$ cat config.mk
export PLATFORM = sky130hd
export DESIGN_NAME = sub_32bit_serial
export DESIGN_NICKNAME = d
export VERILOG_FILES = /design/src/rtl/sub_pkg.sv /design/src/rtl/sub_slice.sv /design/src/rtl/sub_32bit_serial.sv
export SDC_FILE = /design/constraint.sdc
export NUM_CORES = 1
export LEC_CHECK = 0
export ABC_CLOCK_PERIOD_IN_PS = 6200
export CORE_ASPECT_RATIO = 1.2
export CORE_UTILIZATION = 25
export DETAILED_ROUTE_END_ITERATION = 6
export HOLD_SLACK_MARGIN = 0.02
export PLACE_DENSITY = 0.49
export SYNTH_ARGS = -nofsm -noshare
export SYNTH_HDL_FRONTEND = slang
export SYNTH_SLANG_ARGS = --single-unit
$ cat constraint.sdc
create_clock -name clk -period 6.2 [get_ports clk]
set_clock_uncertainty 0.2 [all_clocks]
set_input_delay 1.86 -clock clk [delete_from_list [all_inputs] [get_ports clk]]
set_output_delay 1.86 -clock clk [all_outputs]
set_load 0.01 [all_outputs]
$ cat src/rtl/sub_pkg.sv
// Shared definitions for the serial subtractor: FSM state encoding,
// default geometry and the slice-counter width helper.
package sub_pkg;

    localparam int DEF_WIDTH = 32;
    localparam int DEF_SLICE = 8;

    typedef enum logic [1:0] {
        ST_IDLE = 2'd0,
        ST_BUSY = 2'd1,
        ST_DONE = 2'd2
    } state_e;

    // Counter must index NSLICE slices; keep at least one bit so a
    // single-slice configuration still has a legal vector.
    function automatic int cnt_width(input int n);
        if (n <= 1) begin
            return 1;
        end
        return $clog2(n);
    endfunction

endpackage

$ cat src/rtl/sub_slice.sv
// One SLICE-bit subtract step with borrow in/out. Purely combinational;
// the top reuses a single instance for every slice position.
module sub_slice #(
    parameter int SLICE = 8
) (
    input  logic [SLICE-1:0] a_s,
    input  logic [SLICE-1:0] b_s,
    input  logic             bin,
    output logic [SLICE-1:0] d_s,
    output logic             bout
);

    logic [SLICE:0] wide;

    // Extend by one bit: the extra MSB goes to 1 exactly when the slice
    // result is negative, which is the borrow into the next slice.
    always_comb begin
        wide = {1'b0, a_s} - {1'b0, b_s} - {{SLICE{1'b0}}, bin};
        d_s  = wide[SLICE-1:0];
        bout = wide[SLICE];
    end

endmodule

$ cat src/rtl/sub_32bit_serial.sv
// Multi-cycle subtractor: diff = a - b, one SLICE-bit slice per clock,
// LSB slice first, with a registered borrow between slices.
//
// Handshakes: a transfer happens on a rising edge where valid and ready
// are both high. in_ready is high only in IDLE, out_valid only in DONE;
// the result holds stable in DONE until out_ready is seen.
module sub_32bit_serial
    import sub_pkg::*;
#(
    parameter int WIDTH = DEF_WIDTH,
    parameter int SLICE = DEF_SLICE
) (
    input  logic             clk,
    input  logic             rst_n,
    input  logic             in_valid,
    output logic             in_ready,
    input  logic [WIDTH-1:0] a,
    input  logic [WIDTH-1:0] b,
    output logic             out_valid,
    input  logic             out_ready,
    output logic [WIDTH-1:0] diff,
    output logic             borrow_out,
    output logic             ovf,
    output logic             busy
);

    localparam int NSLICE = WIDTH / SLICE;
    localparam int CW     = cnt_width(NSLICE);

    localparam logic [1:0]    IDLE = ST_IDLE;
    localparam logic [1:0]    BUSY = ST_BUSY;
    localparam logic [1:0]    DONE = ST_DONE;
    localparam logic [CW-1:0] LAST = CW'(NSLICE - 1);

    generate
        if (WIDTH % SLICE != 0) begin : g_bad_geometry
            $error("sub_32bit_serial: WIDTH must be a multiple of SLICE");
        end
    endgenerate

    logic [1:0]       state;
    logic [CW-1:0]    cnt;
    logic             borrow_r;
    logic [WIDTH-1:0] a_r;
    logic [WIDTH-1:0] b_r;
    logic [WIDTH-1:0] diff_r;
    logic             borrow_out_r;
    logic             ovf_r;

    int               idx;
    logic [SLICE-1:0] a_slice;
    logic [SLICE-1:0] b_slice;
    logic [SLICE-1:0] d_slice;
    logic             bout;

    // Select the operand slice addressed by the counter.
    always_comb begin
        idx     = int'(cnt) * SLICE;
        a_slice = a_r[idx +: SLICE];
        b_slice = b_r[idx +: SLICE];
    end

    sub_slice #(
        .SLICE (SLICE)
    ) u_slice (
        .a_s  (a_slice),
        .b_s  (b_slice),
        .bin  (borrow_r),
        .d_s  (d_slice),
        .bout (bout)
    );

    // FSM plus datapath registers; reset discards any in-flight operation.
    always_ff @(posedge clk or negedge rst_n) begin
        if (!rst_n) begin
            state        <= IDLE;
            cnt          <= '0;
            borrow_r     <= 1'b0;
            a_r          <= '0;
            b_r          <= '0;
            diff_r       <= '0;
            borrow_out_r <= 1'b0;
            ovf_r        <= 1'b0;
        end else begin
            case (state)
                IDLE: begin
                    if (in_valid) begin
                        a_r      <= a;
                        b_r      <= b;
                        cnt      <= '0;
                        borrow_r <= 1'b0;
                        state    <= BUSY;
                    end
                end
                BUSY: begin
                    diff_r[idx +: SLICE] <= d_slice;
                    borrow_r             <= bout;
                    if (cnt == LAST) begin
                        // Final slice carries the result MSB, so signed
                        // overflow is decided from this slice's top bit.
                        borrow_out_r <= bout;
                        ovf_r        <= (a_r[WIDTH-1] != b_r[WIDTH-1]) &&
                                        (d_slice[SLICE-1] != a_r[WIDTH-1]);
                        state        <= DONE;
                    end else begin
                        cnt <= cnt + 1'b1;
                    end
                end
                DONE: begin
                    if (out_ready) begin
                        state <= IDLE;
                    end
                end
                default: begin
                    state <= IDLE;
                end
            endcase
        end
    end

    // Status decoded directly from state so reset is visible immediately.
    always_comb begin
        in_ready   = (state == IDLE);
        out_valid  = (state == DONE);
        busy       = (state != IDLE);
        diff       = diff_r;
        borrow_out = borrow_out_r;
        ovf        = ovf_r;
    end

endmodule

==> flow_summary.html, run 1 <==
<table>
<tr><th>Metric</th><th>Value</th></tr>
<tr><th colspan="2">Routing</th></tr>
<tr><td>Total wire length after detailed routing</td><td>11400 µm</td></tr>
<tr><td>Via Count</td><td>3131</td></tr>
<tr><td>Residual DRC</td><td>0</td></tr>
<tr><td>DR pass1 iterations</td><td>4</td></tr>
<tr><td>Count of nets left with antenna violations after detail routing</td><td>0</td></tr>
<tr><td>Avg WL per Cell</td><td>16.0 µm</td></tr>
<tr><td>Via-to-Cell Ratio</td><td>around 4.4</td></tr>
<tr><td>Initial detailed-routing violation count</td><td>~120</td></tr>
<tr><th colspan="2">Timing</th></tr>
<tr><td>Unrepaired setup endpoints after global routing</td><td>no</td></tr>
<tr><td>Final critical delay including setup and external delays</td><td>4090 ps</td></tr>
<tr><td>Timing-limited maximum frequency</td><td>245 MHz</td></tr>
<tr><td>Rel. slew slack</td><td>35.9%</td></tr>
<tr><td>Share of the cycle needed by the critical path after routing</td><td>between 60% and 70%</td></tr>
<tr><td>Setup Viol. Count Final</td><td>0</td></tr>
<tr><td>Actual slew at the worst max-slew pin</td><td>954 ps</td></tr>
<tr><td>Endpoints failing hold</td><td>0</td></tr>
<tr><td>Final count of pins violating max slew</td><td>0</td></tr>
<tr><td>Hold slack</td><td>300 ps</td></tr>
<tr><td>Total Negative Setup Slacks</td><td>0 ps</td></tr>
<tr><td>Min setup slack post-route</td><td>2110 ps</td></tr>
<tr><th colspan="2">Die</th></tr>
<tr><td>Die width</td><td>128 µm</td></tr>
<tr><td>Number of top-level pins</td><td>between 100 and 150</td></tr>
<tr><td>Die boundary height</td><td>153 µm</td></tr>
<tr><td>Core region area</td><td>approximately 18000 µm²</td></tr>
<tr><td>Initial standard-cell utilization of the core</td><td>25.9%</td></tr>
<tr><td>Die Area</td><td>19600 µm²</td></tr>
<tr><td>Row cnt</td><td>54</td></tr>
<tr><th colspan="2">Clock network</th></tr>
<tr><td>Register clock-pin slew on the reported worst setup and hold paths</td><td>70 ps</td></tr>
<tr><td>Gates resized, CTS repair</td><td>0</td></tr>
<tr><td>Hold-fix buffer count after cts</td><td>0</td></tr>
<tr><td>Number of setup buffers added after CTS</td><td>0</td></tr>
<tr><td>Clock insertion delay at the later pin of the skew report</td><td>350 ps</td></tr>
<tr><td>Number of buffers inserted during clock tree synthesis</td><td>9</td></tr>
<tr><td>Htree depth</td><td>3</td></tr>
<tr><td>Clk buf depth</td><td>2</td></tr>
<tr><td>Root Buffer Master</td><td>sky130_fd_sc_hd__clkbuf_16</td></tr>
<tr><td>CTS sink cnt</td><td>103</td></tr>
<tr><td>CTS tree</td><td>built</td></tr>
<tr><th colspan="2">Yosys</th></tr>
<tr><td>Mux share of post-synthesis cell area</td><td>a little under a quarter</td></tr>
<tr><td>Average footprint of a synthesized cell</td><td>roughly 14 µm²</td></tr>
<tr><td>Cells after Synth</td><td>around 350</td></tr>
<tr><td>Main combinational cell family by area after synthesis</td><td>multiplexers</td></tr>
<tr><td>Post-synthesis cell area</td><td>4770 µm²</td></tr>
<tr><td>Seq/Total Area, Yosys</td><td>between 50% and 60%</td></tr>
<tr><td>Synth Flop Type</td><td>sky130_fd_sc_hd__dfrtp_1</td></tr>
<tr><td>Number of synthesized register bits</td><td>just over 100</td></tr>
<tr><td>Net count of the mapped netlist</td><td>439</td></tr>
<tr><td>XOR/XNOR share of the synthesized area</td><td>0.918%</td></tr>
<tr><td>Share of the synthesized area in compound gates (AO/OA/AOI/OAI)</td><td>8.00%</td></tr>
<tr><td>Number of flops mapped to enable cells by yosys</td><td>0</td></tr>
<tr><td>Netlist cell types</td><td>36</td></tr>
<tr><td>YS warnings</td><td>0</td></tr>
<tr><td>Post-synthesis simple-gate area fraction</td><td>5.27%</td></tr>
<tr><td>Proportion of register bits with asynchronous set or reset after synthesis</td><td>between 90% and 100%</td></tr>
<tr><td>Synthesized-area fraction occupied by adder cells</td><td>5.56%</td></tr>
<tr><th colspan="2">Cells and area</th></tr>
<tr><td>Area delta synth-&gt;final</td><td>34.1%</td></tr>
<tr><td>Final cell area excluding filler cells</td><td>6390 µm²</td></tr>
<tr><td>Fill cell instance count of the final layout</td><td>1779</td></tr>
<tr><td>Final non-filler cell total</td><td>around 710</td></tr>
<tr><td>Top library cells by usage in the layout, fill and taps aside</td><td>sky130_fd_sc_hd__dfrtp_1 (103), sky130_fd_sc_hd__clkdlybuf4s50_1 (103), sky130_fd_sc_hd__mux2_2 (64)</td></tr>
<tr><td>Final Net Count</td><td>between 500 and 600</td></tr>
<tr><td>Antenna diodes</td><td>0</td></tr>
<tr><td>Share of cells above drive strength 1</td><td>22.6%</td></tr>
<tr><th colspan="2">Power</th></tr>
<tr><td>Switch share</td><td>41.6%</td></tr>
<tr><td>Leakage power</td><td>2.69 nW</td></tr>
<tr><td>Power per cell area</td><td>~650 nW/µm²</td></tr>
<tr><td>Switching pwr</td><td>1.72 mW</td></tr>
<tr><td>Proportion of power drawn by the clock network</td><td>13.0%</td></tr>
<tr><td>Sequential cell fraction of total power</td><td>between 20 and 30%</td></tr>
<tr><td>Combinational share of power</td><td>~59%</td></tr>
<tr><td>P_int</td><td>2.41 mW</td></tr>
<tr><td>VDD IR max</td><td>approximately 0.00035 V</td></tr>
<tr><th colspan="2">Critical path</th></tr>
<tr><td>Nature of the critical path startpoint</td><td>register</td></tr>
<tr><td>Data arrival time of the worst path</td><td>between 4000 and 5000 ps</td></tr>
<tr><td>Worst path required time</td><td>6270 ps</td></tr>
<tr><td>Crit end category</td><td>register</td></tr>
<tr><td>WS Path Type</td><td>register to register</td></tr>
<tr><td>Critical path fanouts, max</td><td>16</td></tr>
<tr><th colspan="2">Place</th></tr>
<tr><td>GPL Wtd Cong</td><td>0.741</td></tr>
<tr><td>Detailed Place HPWL</td><td>8680 µm</td></tr>
<tr><td>Count of input and output buffers</td><td>about 100</td></tr>
<tr><td>Total cell area at the placement stage</td><td>6110 µm²</td></tr>
<tr><td>Count of placed standard cells including taps</td><td>698</td></tr>
<tr><td>Post-Place Worst Slack</td><td>2080 ps</td></tr>
<tr><th colspan="2">GRT</th></tr>
<tr><td>Via count of the first global-routing pass</td><td>roughly 3300</td></tr>
<tr><td>Maximum number of pins on one net before global-route repair</td><td>57</td></tr>
<tr><td>Antenna violations before repair</td><td>0</td></tr>
<tr><td>Global route overflow</td><td>0</td></tr>
<tr><td>Wire length of the first global-routing pass</td><td>18700 µm</td></tr>
<tr><td>Total GRT Usage</td><td>12.7%</td></tr>
<tr><th colspan="2">Outcome</th></tr>
<tr><td>Run status</td><td>finished, final reports clean</td></tr>
<tr><th colspan="2">Worst hold path</th></tr>
<tr><td>Worst hold-check path type</td><td>register to register</td></tr>
<tr><th colspan="2">Flow run</th></tr>
<tr><td># Max-Cap Violations</td><td>0</td></tr>
</table>
[area by class of cell]
class                           instances  area, µm²  area share, %
Multi-Input combinational cell        206       2030           31.8
Timing Repair Buffer                  109       1080           16.8
Clock buffer                           12        267           4.17
Tap cell                              252        315           4.93
Sequential cell                       103       2580           40.3
Clock inverter                          3       17.5          0.274
Inverter                               28        105           1.64
[layer usage]
layer	vias to the layer above	global-route usage [%]	routed length, µm
li1	1478	-	-
met1	1547	17.3	5420
met2	93	19.8	5350
met3	13	2.42	436
met4	0	4.71	182
met5	-	0	0
[per-stage QoR]
step                utilization (%)  power [mW]
global route                   34.7        4.48
detailed placement             33.1        3.62
CTS                            34.7        4.18
floorplan                         -        2.86
finish                         34.7        4.13
global placement               33.1        3.57
[kinds of logic after synthesis]
logic type / count (synthesis)
compound gates: 49
flops: 103
simple gates: 51
mux: 81
xor+xnor: 5
buf+inv: 42
fa+ha+maj: 20
[worst max-delay path, stage by stage (launching register included)]
cell and delay, ps:
sky130_fd_sc_hd__dfrtp_1 600, sky130_fd_sc_hd__buf_4 370, sky130_fd_sc_hd__mux4_2 560, sky130_fd_sc_hd__fa_1 420
sky130_fd_sc_hd__ha_1 310, sky130_fd_sc_hd__and2_1 150, sky130_fd_sc_hd__a221o_1 340, sky130_fd_sc_hd__a221oi_2 280
sky130_fd_sc_hd__xnor2_1 200, sky130_fd_sc_hd__or3b_1 400, sky130_fd_sc_hd__a41oi_2 190
[power groups by stage]
stage               sequential, mW  clock [mW]  combinational [mW]
global route                  1.22       0.586                2.67
finish                        1.17       0.539                2.42
CTS                           1.18       0.558                2.44
detailed placement            1.19           0                2.43
global placement              1.19           0                2.38
floorplan                     1.12           0                1.74
[sequential cells by signal, summed over array words and instances (netlist names)]
name / flops
a_r: 32
b_r: 32
borrow_out: 1
borrow_r: 1
cnt: 2
diff: 32
ovf: 1
state: 2
[worst paths after layout]
| check | start | cells past startpoint | endpoint | slack, ps |
|---|---|---|---|---|
| max in group asynchronous | rst_n | 2 | b_r[7] | 3360 |
| worst min register to register | b_r[21] | 1 | b_r[21] | 300 |
| worst max-delay path | cnt[0] | 10 | ovf | 2110 |
| worst min-delay path | b_r[21] | 1 | b_r[21] | 300 |
| worst max register to register | cnt[0] | 10 | ovf | 2110 |
| min in group asynchronous | rst_n | 1 | b_r[10] | 1360 |
[cells in the mapped netlist, drive strengths merged, types with 2 or more instances]
cell type / n / area share (%)
dfrtp: 103 / 54
mux2: 64 / 15
inv: 28 / 2.2
a22o: 24 / 4.4
ha: 18 / 4.7
nand2: 17 / 1.3
mux4: 16 / 7.6
o21ai: 10 / 1.0
clkbuf: 9 / 0.71
nor2: 8 / 0.63
buf: 5 / 0.39
a21oi: 4 / 0.42
nand2b: 4 / 0.52
nor3: 4 / 0.42
xnor2: 4 / 0.73
and3: 3 / 0.39
nand3: 3 / 0.31
nand4: 3 / 0.39
o21a: 3 / 0.47
or3: 3 / 0.39
and2: 2 / 0.26
fa: 2 / 0.84
No activity file was read; power rests on OpenSTA's default activity.
==> inputs of run 2 (changes only) <==
--- a/config.mk
+++ b/config.mk
@@ -5,12 +5,12 @@
 export SDC_FILE = /design/constraint.sdc
 export NUM_CORES = 1
 export LEC_CHECK = 0
-export ABC_CLOCK_PERIOD_IN_PS = 6200
+export ABC_CLOCK_PERIOD_IN_PS = 3730
 export CORE_ASPECT_RATIO = 1.2
 export CORE_UTILIZATION = 25
 export DETAILED_ROUTE_END_ITERATION = 6
 export HOLD_SLACK_MARGIN = 0.02
-export PLACE_DENSITY = 0.49
+export PLACE_DENSITY = 0.51
 export SYNTH_ARGS = -nofsm -noshare
 export SYNTH_HDL_FRONTEND = slang
 export SYNTH_SLANG_ARGS = --single-unit
==> constraint.sdc (replaced) <==
create_clock -name clk -period 3.73 [get_ports clk]
set_clock_uncertainty 0.2 [all_clocks]
set_input_delay 1.119 -clock clk [delete_from_list [all_inputs] [get_ports clk]]
set_output_delay 1.119 -clock clk [all_outputs]
set_load 0.01 [all_outputs]
==> flow_summary.html, run 2 (same netlist as run 1, synthesis figures left out) <==
<table>
<tr><th>Metric</th><th>Value</th></tr>
<tr><th colspan="2">Outcome</th></tr>
<tr><td>Run status</td><td>finished, final reports clean</td></tr>
<tr><th colspan="2">Die</th></tr>
<tr><td>Die boundary height</td><td>between 150 and 200 µm</td></tr>
<tr><td>Die Area</td><td>19600 µm²</td></tr>
<tr><td>Core region area</td><td>18400 µm²</td></tr>
<tr><td>Die width</td><td>128 µm</td></tr>
<tr><td>Row cnt</td><td>54</td></tr>
<tr><td>Initial standard-cell utilization of the core</td><td>about a quarter</td></tr>
<tr><td>Number of top-level pins</td><td>105</td></tr>
<tr><th colspan="2">GRT</th></tr>
<tr><td>Antenna violations before repair</td><td>0</td></tr>
<tr><td>Global route overflow</td><td>0</td></tr>
<tr><td>Wire length of the first global-routing pass</td><td>18800 µm</td></tr>
<tr><td>Layer carrying the most global-route usage</td><td>met2</td></tr>
<tr><td>Via count of the first global-routing pass</td><td>3401</td></tr>
<tr><td>Met1 layer usage reported by global route</td><td>16.3%</td></tr>
<tr><td>Met3 Resource Use GR</td><td>3.01%</td></tr>
<tr><td>Maximum number of pins on one net before global-route repair</td><td>between 60 and 70</td></tr>
<tr><td>Met2 Resource Use GR</td><td>21.2%</td></tr>
<tr><td>Total GRT Usage</td><td>approximately an eighth</td></tr>
<tr><th colspan="2">Timing</th></tr>
<tr><td>Rel. slew slack</td><td>a little under half</td></tr>
<tr><td>Setup Viol. Count Final</td><td>0</td></tr>
<tr><td>Final critical delay including setup and external delays</td><td>between 3000 and 4000 ps</td></tr>
<tr><td>Share of the cycle needed by the critical path after routing</td><td>93.3%</td></tr>
<tr><td>Hold slack</td><td>approximately 290 ps</td></tr>
<tr><td>Actual slew at the worst max-slew pin</td><td>808 ps</td></tr>
<tr><td>Unrepaired setup endpoints after global routing</td><td>no</td></tr>
<tr><td>Final count of pins violating max slew</td><td>0</td></tr>
<tr><td>Timing-limited maximum frequency</td><td>287 MHz</td></tr>
<tr><td>Total Negative Setup Slacks</td><td>0 ps</td></tr>
<tr><td>Endpoints failing hold</td><td>0</td></tr>
<tr><th colspan="2">Routing</th></tr>
<tr><td>Residual DRC</td><td>0</td></tr>
<tr><td>Via Count</td><td>3166</td></tr>
<tr><td>Initial detailed-routing violation count</td><td>around 140</td></tr>
<tr><td>Count of nets left with antenna violations after detail routing</td><td>0</td></tr>
<tr><td>Total wire length after detailed routing</td><td>between 10000 and 15000 µm</td></tr>
<tr><td>Avg WL per Cell</td><td>16.1 µm</td></tr>
<tr><td>Via-to-Cell Ratio</td><td>around 4.4</td></tr>
<tr><td>DR pass1 iterations</td><td>4</td></tr>
<tr><th colspan="2">Power</th></tr>
<tr><td>Power per cell area</td><td>1090 nW/µm²</td></tr>
<tr><td>VDD IR max</td><td>around 0.00053 V</td></tr>
<tr><td>Leakage power</td><td>2.72 nW</td></tr>
<tr><th colspan="2">Clock network</th></tr>
<tr><td>Number of buffers inserted during clock tree synthesis</td><td>9</td></tr>
<tr><td>Htree depth</td><td>3</td></tr>
<tr><td>Clock insertion delay at the later pin of the skew report</td><td>350 ps</td></tr>
<tr><td>Root Buffer Master</td><td>sky130_fd_sc_hd__clkbuf_16</td></tr>
<tr><td>Register clock-pin slew on the reported worst setup and hold paths</td><td>70 ps</td></tr>
<tr><td>Clk buf depth</td><td>2</td></tr>
<tr><td>CTS tree</td><td>built</td></tr>
<tr><td>Gates resized, CTS repair</td><td>0</td></tr>
<tr><td>Hold-fix buffer count after cts</td><td>0</td></tr>
<tr><td>CTS sink cnt</td><td>103</td></tr>
<tr><td>Number of setup buffers added after CTS</td><td>0</td></tr>
<tr><th colspan="2">Worst hold path</th></tr>
<tr><td>Worst hold-check path type</td><td>register to register</td></tr>
<tr><th colspan="2">Critical path</th></tr>
<tr><td>Critical path fanouts, max</td><td>11</td></tr>
<tr><td>Crit end category</td><td>register</td></tr>
<tr><td>Nature of the critical path startpoint</td><td>register</td></tr>
<tr><td>WS Path Type</td><td>register to register</td></tr>
<tr><td>Worst path required time</td><td>approximately 3800 ps</td></tr>
<tr><td>Data arrival time of the worst path</td><td>3560 ps</td></tr>
<tr><th colspan="2">Cells and area</th></tr>
<tr><td>Top library cells by usage in the layout, fill and taps aside</td><td>sky130_fd_sc_hd__dfrtp_1 (103), sky130_fd_sc_hd__clkdlybuf4s50_1 (103), sky130_fd_sc_hd__mux2_2 (64)</td></tr>
<tr><td>Final Net Count</td><td>549</td></tr>
<tr><td>Share of cells above drive strength 1</td><td>22.6%</td></tr>
<tr><td>Area delta synth-&gt;final</td><td>35.1%</td></tr>
<tr><td>Antenna diodes</td><td>0</td></tr>
<tr><th colspan="2">Place</th></tr>
<tr><td>Count of input and output buffers</td><td>104</td></tr>
<tr><td>GPL Wtd Cong</td><td>0.764</td></tr>
<tr><td>Detailed Place HPWL</td><td>8730 µm</td></tr>
<tr><th colspan="2">Flow run</th></tr>
<tr><td># Max-Cap Violations</td><td>0</td></tr>
</table>
-- run 2: changes by cell type in the layout (fill, tap and decap cells not counted) --
cell	delta
sky130_fd_sc_hd__clkinvlp_4	-1
sky130_fd_sc_hd__buf_12	+2
sky130_fd_sc_hd__buf_4	+2
sky130_fd_sc_hd__clkbuf_1	+3
sky130_fd_sc_hd__clkinv_2	-2
-- run 2: worst paths after layout --
| check | startpoint | cells after the start | slack [ps] | endpoint |
|---|---|---|---|---|
| min in group asynchronous | rst_n | 1 | 580 | diff[3] |
| worst max-delay path | cnt[0] | 11 | 250 | ovf |
| worst min register to register | borrow_out | 2 | 290 | borrow_out |
| worst min-delay path | borrow_out | 2 | 290 | borrow_out |
| max in group asynchronous | rst_n | 2 | 2010 | a_r[9] |
| worst max register to register | cnt[0] | 11 | 250 | ovf |
-- run 2: worst max-delay path, cell delays in order, from the launching register on --
cell                       delay [ps]
sky130_fd_sc_hd__dfrtp_1          340
sky130_fd_sc_hd__buf_4            220
sky130_fd_sc_hd__mux4_2           530
sky130_fd_sc_hd__ha_1             290
sky130_fd_sc_hd__inv_1             40
sky130_fd_sc_hd__ha_1             340
sky130_fd_sc_hd__and2_1           180
sky130_fd_sc_hd__a221o_1          330
sky130_fd_sc_hd__a221oi_2         270
sky130_fd_sc_hd__xnor2_1          110
sky130_fd_sc_hd__or3b_1           370
sky130_fd_sc_hd__a41oi_2          190
-- run 2: where the power goes --
group	switching (mW)	total [mW]	leakage [nW]	internal [mW]
registers	0.260	1.87	1.28	1.61
clock network	0.398	0.903	0.136	0.505
logic	2.24	4.26	1.30	2.02
-- run 2: layout make-up --
cell class / instances / area (µm²)
Fill cell: 1832 / 12000
Multi-Input combinational cell: 206 / 2030
Clock buffer: 15 / 278
Sequential cell: 103 / 2580
Timing Repair Buffer: 113 / 1130
Tap cell: 252 / 315
Inverter: 28 / 105
-- run 2: metal layers --
metal,up-vias,share of wire [%]
met5,-,0
met4,0,1.3
met3,12,4.3
met2,87,50
met1,1578,45
li1,1489,-
-- run 2: stage by stage --
stage	power, mW	instances	area, µm²	utilization [%]	setup slack [ps]
6_report	7.04	717	6440	34.9	249
5_1_grt	7.66	717	6440	34.9	39.1
4_1_cts	7.15	717	6440	34.9	208
3_5_place_dp	6.21	702	6160	33.4	220
3_3_place_gp	6.13	702	6160	33.4	272
2_1_floorplan	4.76	351	4780	-	6.63
==> inputs of run 3 (changes only) <==
--- a/config.mk
+++ b/config.mk
@@ -5,12 +5,14 @@
 export SDC_FILE = /design/constraint.sdc
 export NUM_CORES = 1
 export LEC_CHECK = 0
+export ABC_AREA = 1
 export ABC_CLOCK_PERIOD_IN_PS = 3730
 export CORE_ASPECT_RATIO = 1.2
+export CORE_MARGIN = 2
 export CORE_UTILIZATION = 25
 export DETAILED_ROUTE_END_ITERATION = 6
 export HOLD_SLACK_MARGIN = 0.02
-export PLACE_DENSITY = 0.51
+export PLACE_DENSITY = 0.5
 export SYNTH_ARGS = -nofsm -noshare
 export SYNTH_HDL_FRONTEND = slang
 export SYNTH_SLANG_ARGS = --single-unit
==> flow_summary.html, run 3 <==
<table>
<tr><th>Metric</th><th>Value</th></tr>
<tr><th colspan="2">Outcome</th></tr>
<tr><td>Run status</td><td>finished, final reports clean</td></tr>
<tr><th colspan="2">GRT</th></tr>
<tr><td>Maximum number of pins on one net before global-route repair</td><td>62</td></tr>
<tr><td>Met1 layer usage reported by global route</td><td>17.9%</td></tr>
<tr><td>Met3 Resource Use GR</td><td>1.99%</td></tr>
<tr><td>Via count of the first global-routing pass</td><td>4307</td></tr>
<tr><td>Wire length of the first global-routing pass</td><td>22600 µm</td></tr>
<tr><td>Met2 Resource Use GR</td><td>22.2%</td></tr>
<tr><td>Total GRT Usage</td><td>13.5%</td></tr>
<tr><td>Antenna violations before repair</td><td>0</td></tr>
<tr><td>Layer carrying the most global-route usage</td><td>met2</td></tr>
<tr><td>Global route overflow</td><td>0</td></tr>
<tr><th colspan="2">Critical path</th></tr>
<tr><td>Critical R2R Capture</td><td>diff[14]</td></tr>
<tr><td>WS Path Type</td><td>register to register</td></tr>
<tr><td>Data arrival time of the worst path</td><td>between 3000 and 4000 ps</td></tr>
<tr><td>Origin of the critical flop-to-flop path</td><td>cnt[0]</td></tr>
<tr><td>Worst path required time</td><td>3770 ps</td></tr>
<tr><td>Flop-to-flop setup slack</td><td>670 ps</td></tr>
<tr><td>Critical path fanouts, max</td><td>34</td></tr>
<tr><td>Nature of the critical path startpoint</td><td>register</td></tr>
<tr><td>Path depth of the worst reg2reg path</td><td>14</td></tr>
<tr><td>Last element of the critical path</td><td>diff[14]</td></tr>
<tr><td>Critical Path Source</td><td>cnt[0]</td></tr>
<tr><td>Crit end category</td><td>register</td></tr>
<tr><th colspan="2">Yosys</th></tr>
<tr><td>Seq/Total Area, Yosys</td><td>50.4%</td></tr>
<tr><td>Fraction of synthesized cell area taken by the top area cell type</td><td>50.4%</td></tr>
<tr><td>Proportion of register bits with asynchronous set or reset after synthesis</td><td>100%</td></tr>
<tr><td>Most area-hungry cell type in the Yosys netlist</td><td>sky130_fd_sc_hd__dfrtp_1</td></tr>
<tr><td>Cells after Synth</td><td>630</td></tr>
<tr><td>Most numerous cell in the Yosys netlist</td><td>sky130_fd_sc_hd__nand2_1</td></tr>
<tr><td>Cell types with the highest counts after synthesis</td><td>sky130_fd_sc_hd__nand2_1 (282), sky130_fd_sc_hd__dfrtp_1 (103), sky130_fd_sc_hd__inv_1 (41)</td></tr>
<tr><td>Number of flops mapped to enable cells by yosys</td><td>0</td></tr>
<tr><td>Number of synthesized register bits</td><td>103</td></tr>
<tr><td>Netlist cell types</td><td>33</td></tr>
<tr><td>Synth Flop Type</td><td>sky130_fd_sc_hd__dfrtp_1</td></tr>
<tr><td>Biggest area contributors in the synthesized netlist</td><td>sky130_fd_sc_hd__dfrtp_1 (50%), sky130_fd_sc_hd__nand2_1 (21%), sky130_fd_sc_hd__ha_1 (4.4%), sky130_fd_sc_hd__o21ai_0 (3.3%), sky130_fd_sc_hd__inv_1 (3.0%)</td></tr>
<tr><td>Average footprint of a synthesized cell</td><td>slightly above 8 µm²</td></tr>
<tr><td>Post-synthesis cell area</td><td>5110 µm²</td></tr>
<tr><td>YS warnings</td><td>0</td></tr>
<tr><td>Net count of the mapped netlist</td><td>718</td></tr>
<tr><th colspan="2">Cells and area</th></tr>
<tr><td>Final Net Count</td><td>816</td></tr>
<tr><td>Antenna diodes</td><td>0</td></tr>
<tr><td>FF/Latch Area</td><td>2580 µm²</td></tr>
<tr><td>Fill cell instance count of the final layout</td><td>approximately 2200</td></tr>
<tr><td>Final cell area excluding filler cells</td><td>around 6800 µm²</td></tr>
<tr><td>Top library cells by usage in the layout, fill and taps aside</td><td>sky130_fd_sc_hd__nand2_1 (281), sky130_fd_sc_hd__dfrtp_1 (103), sky130_fd_sc_hd__clkdlybuf4s50_1 (103)</td></tr>
<tr><td>Area of combinational cells with multiple inputs</td><td>2230 µm²</td></tr>
<tr><td>Most common library cell in the layout ignoring fill and taps</td><td>sky130_fd_sc_hd__nand2_1</td></tr>
<tr><td>Share of cells above drive strength 1</td><td>just over 8%</td></tr>
<tr><td>Area delta synth-&gt;final</td><td>32.4%</td></tr>
<tr><th colspan="2">Place</th></tr>
<tr><td>Count of input and output buffers</td><td>104</td></tr>
<tr><td>Total cell area at the placement stage</td><td>6440 µm²</td></tr>
<tr><td>Detailed Place HPWL</td><td>10300 µm</td></tr>
<tr><td>GPL Wtd Cong</td><td>0.765</td></tr>
<tr><td>Post-Place Worst Slack</td><td>691 ps</td></tr>
<tr><th colspan="2">Power</th></tr>
<tr><td>P_int</td><td>3.87 mW</td></tr>
<tr><td>VDD IR max</td><td>0.000435 V</td></tr>
<tr><td>Sequential cell fraction of total power</td><td>25.6%</td></tr>
<tr><td>Proportion of power drawn by the clock network</td><td>14.3%</td></tr>
<tr><td>Combinational share of power</td><td>60.1%</td></tr>
<tr><td>Switching pwr</td><td>3.56 mW</td></tr>
<tr><td>Leakage power</td><td>3.26 nW</td></tr>
<tr><td>Switch share</td><td>47.9%</td></tr>
<tr><td>Power per cell area</td><td>~1100 nW/µm²</td></tr>
<tr><th colspan="2">Timing</th></tr>
<tr><td>Setup Viol. Count Final</td><td>0</td></tr>
<tr><td>Actual slew at the worst max-slew pin</td><td>627 ps</td></tr>
<tr><td>Total Negative Setup Slacks</td><td>0 ps</td></tr>
<tr><td>Endpoints failing hold</td><td>0</td></tr>
<tr><td>Rel. slew slack</td><td>58.2%</td></tr>
<tr><td>Min setup slack post-route</td><td>667 ps</td></tr>
<tr><td>Final count of pins violating max slew</td><td>0</td></tr>
<tr><td>Timing-limited maximum frequency</td><td>326 MHz</td></tr>
<tr><td>Final critical delay including setup and external delays</td><td>3060 ps</td></tr>
<tr><td>Share of the cycle needed by the critical path after routing</td><td>82.1%</td></tr>
<tr><td>Unrepaired setup endpoints after global routing</td><td>no</td></tr>
<tr><th colspan="2">Clock network</th></tr>
<tr><td>Number of setup buffers added after CTS</td><td>0</td></tr>
<tr><td>Clock insertion delay at the later pin of the skew report</td><td>approximately 360 ps</td></tr>
<tr><td>CTS sink cnt</td><td>103</td></tr>
<tr><td>Htree depth</td><td>3</td></tr>
<tr><td>Hold-fix buffer count after cts</td><td>0</td></tr>
<tr><td>Root Buffer Master</td><td>sky130_fd_sc_hd__clkbuf_16</td></tr>
<tr><td>Number of buffers inserted during clock tree synthesis</td><td>9</td></tr>
<tr><td>Register clock-pin slew on the reported worst setup and hold paths</td><td>80 ps</td></tr>
<tr><td>Clk buf depth</td><td>2</td></tr>
<tr><td>CTS tree</td><td>built</td></tr>
<tr><td>Gates resized, CTS repair</td><td>0</td></tr>
<tr><th colspan="2">Routing</th></tr>
<tr><td>Via Count</td><td>4259</td></tr>
<tr><td>Avg WL per Cell</td><td>14.0 µm</td></tr>
<tr><td>Total wire length after detailed routing</td><td>14000 µm</td></tr>
<tr><td>DR pass1 iterations</td><td>4</td></tr>
<tr><td>Residual DRC</td><td>0</td></tr>
<tr><td>Initial detailed-routing violation count</td><td>301</td></tr>
<tr><td>Via-to-Cell Ratio</td><td>4.27</td></tr>
<tr><td>Count of nets left with antenna violations after detail routing</td><td>0</td></tr>
<tr><th colspan="2">Die</th></tr>
<tr><td>Row cnt</td><td>between 50 and 60</td></tr>
<tr><td>Core region area</td><td>20200 µm²</td></tr>
<tr><td>Initial standard-cell utilization of the core</td><td>25.3%</td></tr>
<tr><td>Die boundary height</td><td>161 µm</td></tr>
<tr><td>Die width</td><td>135 µm</td></tr>
<tr><td>Die Area</td><td>approximately 22000 µm²</td></tr>
<tr><td>Number of top-level pins</td><td>105</td></tr>
<tr><th colspan="2">Worst hold path</th></tr>
<tr><td>Worst hold-check path type</td><td>register to register</td></tr>
<tr><th colspan="2">Flow run</th></tr>
<tr><td># Max-Cap Violations</td><td>0</td></tr>
</table>
[run 3: changes by cell type in the layout (fill, tap and decap cells not counted), sizes merged, moves of 7 or more]
| cell | before | now |
|---|---|---|
| a21oi | 4 | 11 |
| a22o | 24 | 1 |
| inv | 28 | 52 |
| mux2 | 64 | 0 |
| mux4 | 16 | 0 |
| nand2 | 17 | 293 |
| nand3 | 3 | 17 |
| nor2 | 8 | 33 |
| o21ai | 10 | 44 |
[run 3: final cells by class]
class / instances / share of cell area, %
Sequential cell: 103 / 38.1
Clock buffer: 9 / 3.33
Tap cell: 265 / 4.90
Inverter: 48 / 2.70
Timing Repair Buffer: 113 / 16.5
Multi-Input combinational cell: 453 / 33.0
Clock inverter: 7 / 1.52
[run 3: cells by family after synthesis]
| group | share of synthesized area [%] |
|---|---|
| buffers and inverters | 6.02 |
| AND/OR/NAND/NOR | 28.3 |
| XOR/XNOR | 1.15 |
| adder cells (fa/ha/maj) | 5.19 |
| flip-flops | 50.4 |
| AO/OA/AOI/OAI | 9.00 |
[run 3: critical path, cell delays in order, from the launching register on]
cell and delay [ps]:
sky130_fd_sc_hd__dfrtp_1 390, sky130_fd_sc_hd__buf_4 350, sky130_fd_sc_hd__nand2_1 90, sky130_fd_sc_hd__a32o_1 280, sky130_fd_sc_hd__ha_1 270, sky130_fd_sc_hd__inv_1 40, sky130_fd_sc_hd__ha_1 330, sky130_fd_sc_hd__inv_1 100
sky130_fd_sc_hd__o21ai_0 150, sky130_fd_sc_hd__nand2_1 70, sky130_fd_sc_hd__nand3_1 100, sky130_fd_sc_hd__xor2_1 320, sky130_fd_sc_hd__nor2_1 70, sky130_fd_sc_hd__nand2_1 100, sky130_fd_sc_hd__o21ai_0 80
[run 3: per-layer routing]
layer / vias to the layer above / part of all wire, %
li1: 2190 / -
met1: 1974 / 46
met2: 81 / 49
met3: 14 / 2.9
met4: 0 / 1.9
met5: - / 0
[run 3: worst min-delay path by stage]
| stage | startpoint | to | slack [ps] | cells after the start |
|---|---|---|---|---|
| after CTS | b_r[13] | b_r[13] | 280 | 2 |
| after detailed placement | b_r[13] | b_r[13] | 260 | 2 |
| after global routing | b_r[11] | b_r[11] | 290 | 2 |
| after global placement | b_r[11] | b_r[11] | 260 | 2 |
| final | b_r[11] | b_r[11] | 280 | 2 |
| after floorplan | a_r[16] | a_r[16] | 240 | 2 |
[run 3: per-stage QoR]
step	std cells	utilization (%)	hold slack, ps	power, mW
3_5_place_dp	982	31.9	262	6.47
2_1_floorplan	630	-	244	5.06
6_report	998	33.5	276	7.43
5_1_grt	998	33.5	293	8.17
4_1_cts	998	33.5	282	7.55
3_3_place_gp	982	31.9	261	6.45
[run 3: power by group through the flow]
| stage | clock network, mW | registers [mW] | logic [mW] |
|---|---|---|---|
| finish | 1.06 | 1.90 | 4.46 |
| global route | 1.12 | 1.96 | 5.09 |
| CTS | 1.08 | 1.91 | 4.57 |
| detailed placement | 0 | 1.92 | 4.55 |
| global placement | 0 | 1.93 | 4.51 |
| floorplan | 0 | 1.88 | 3.19 |
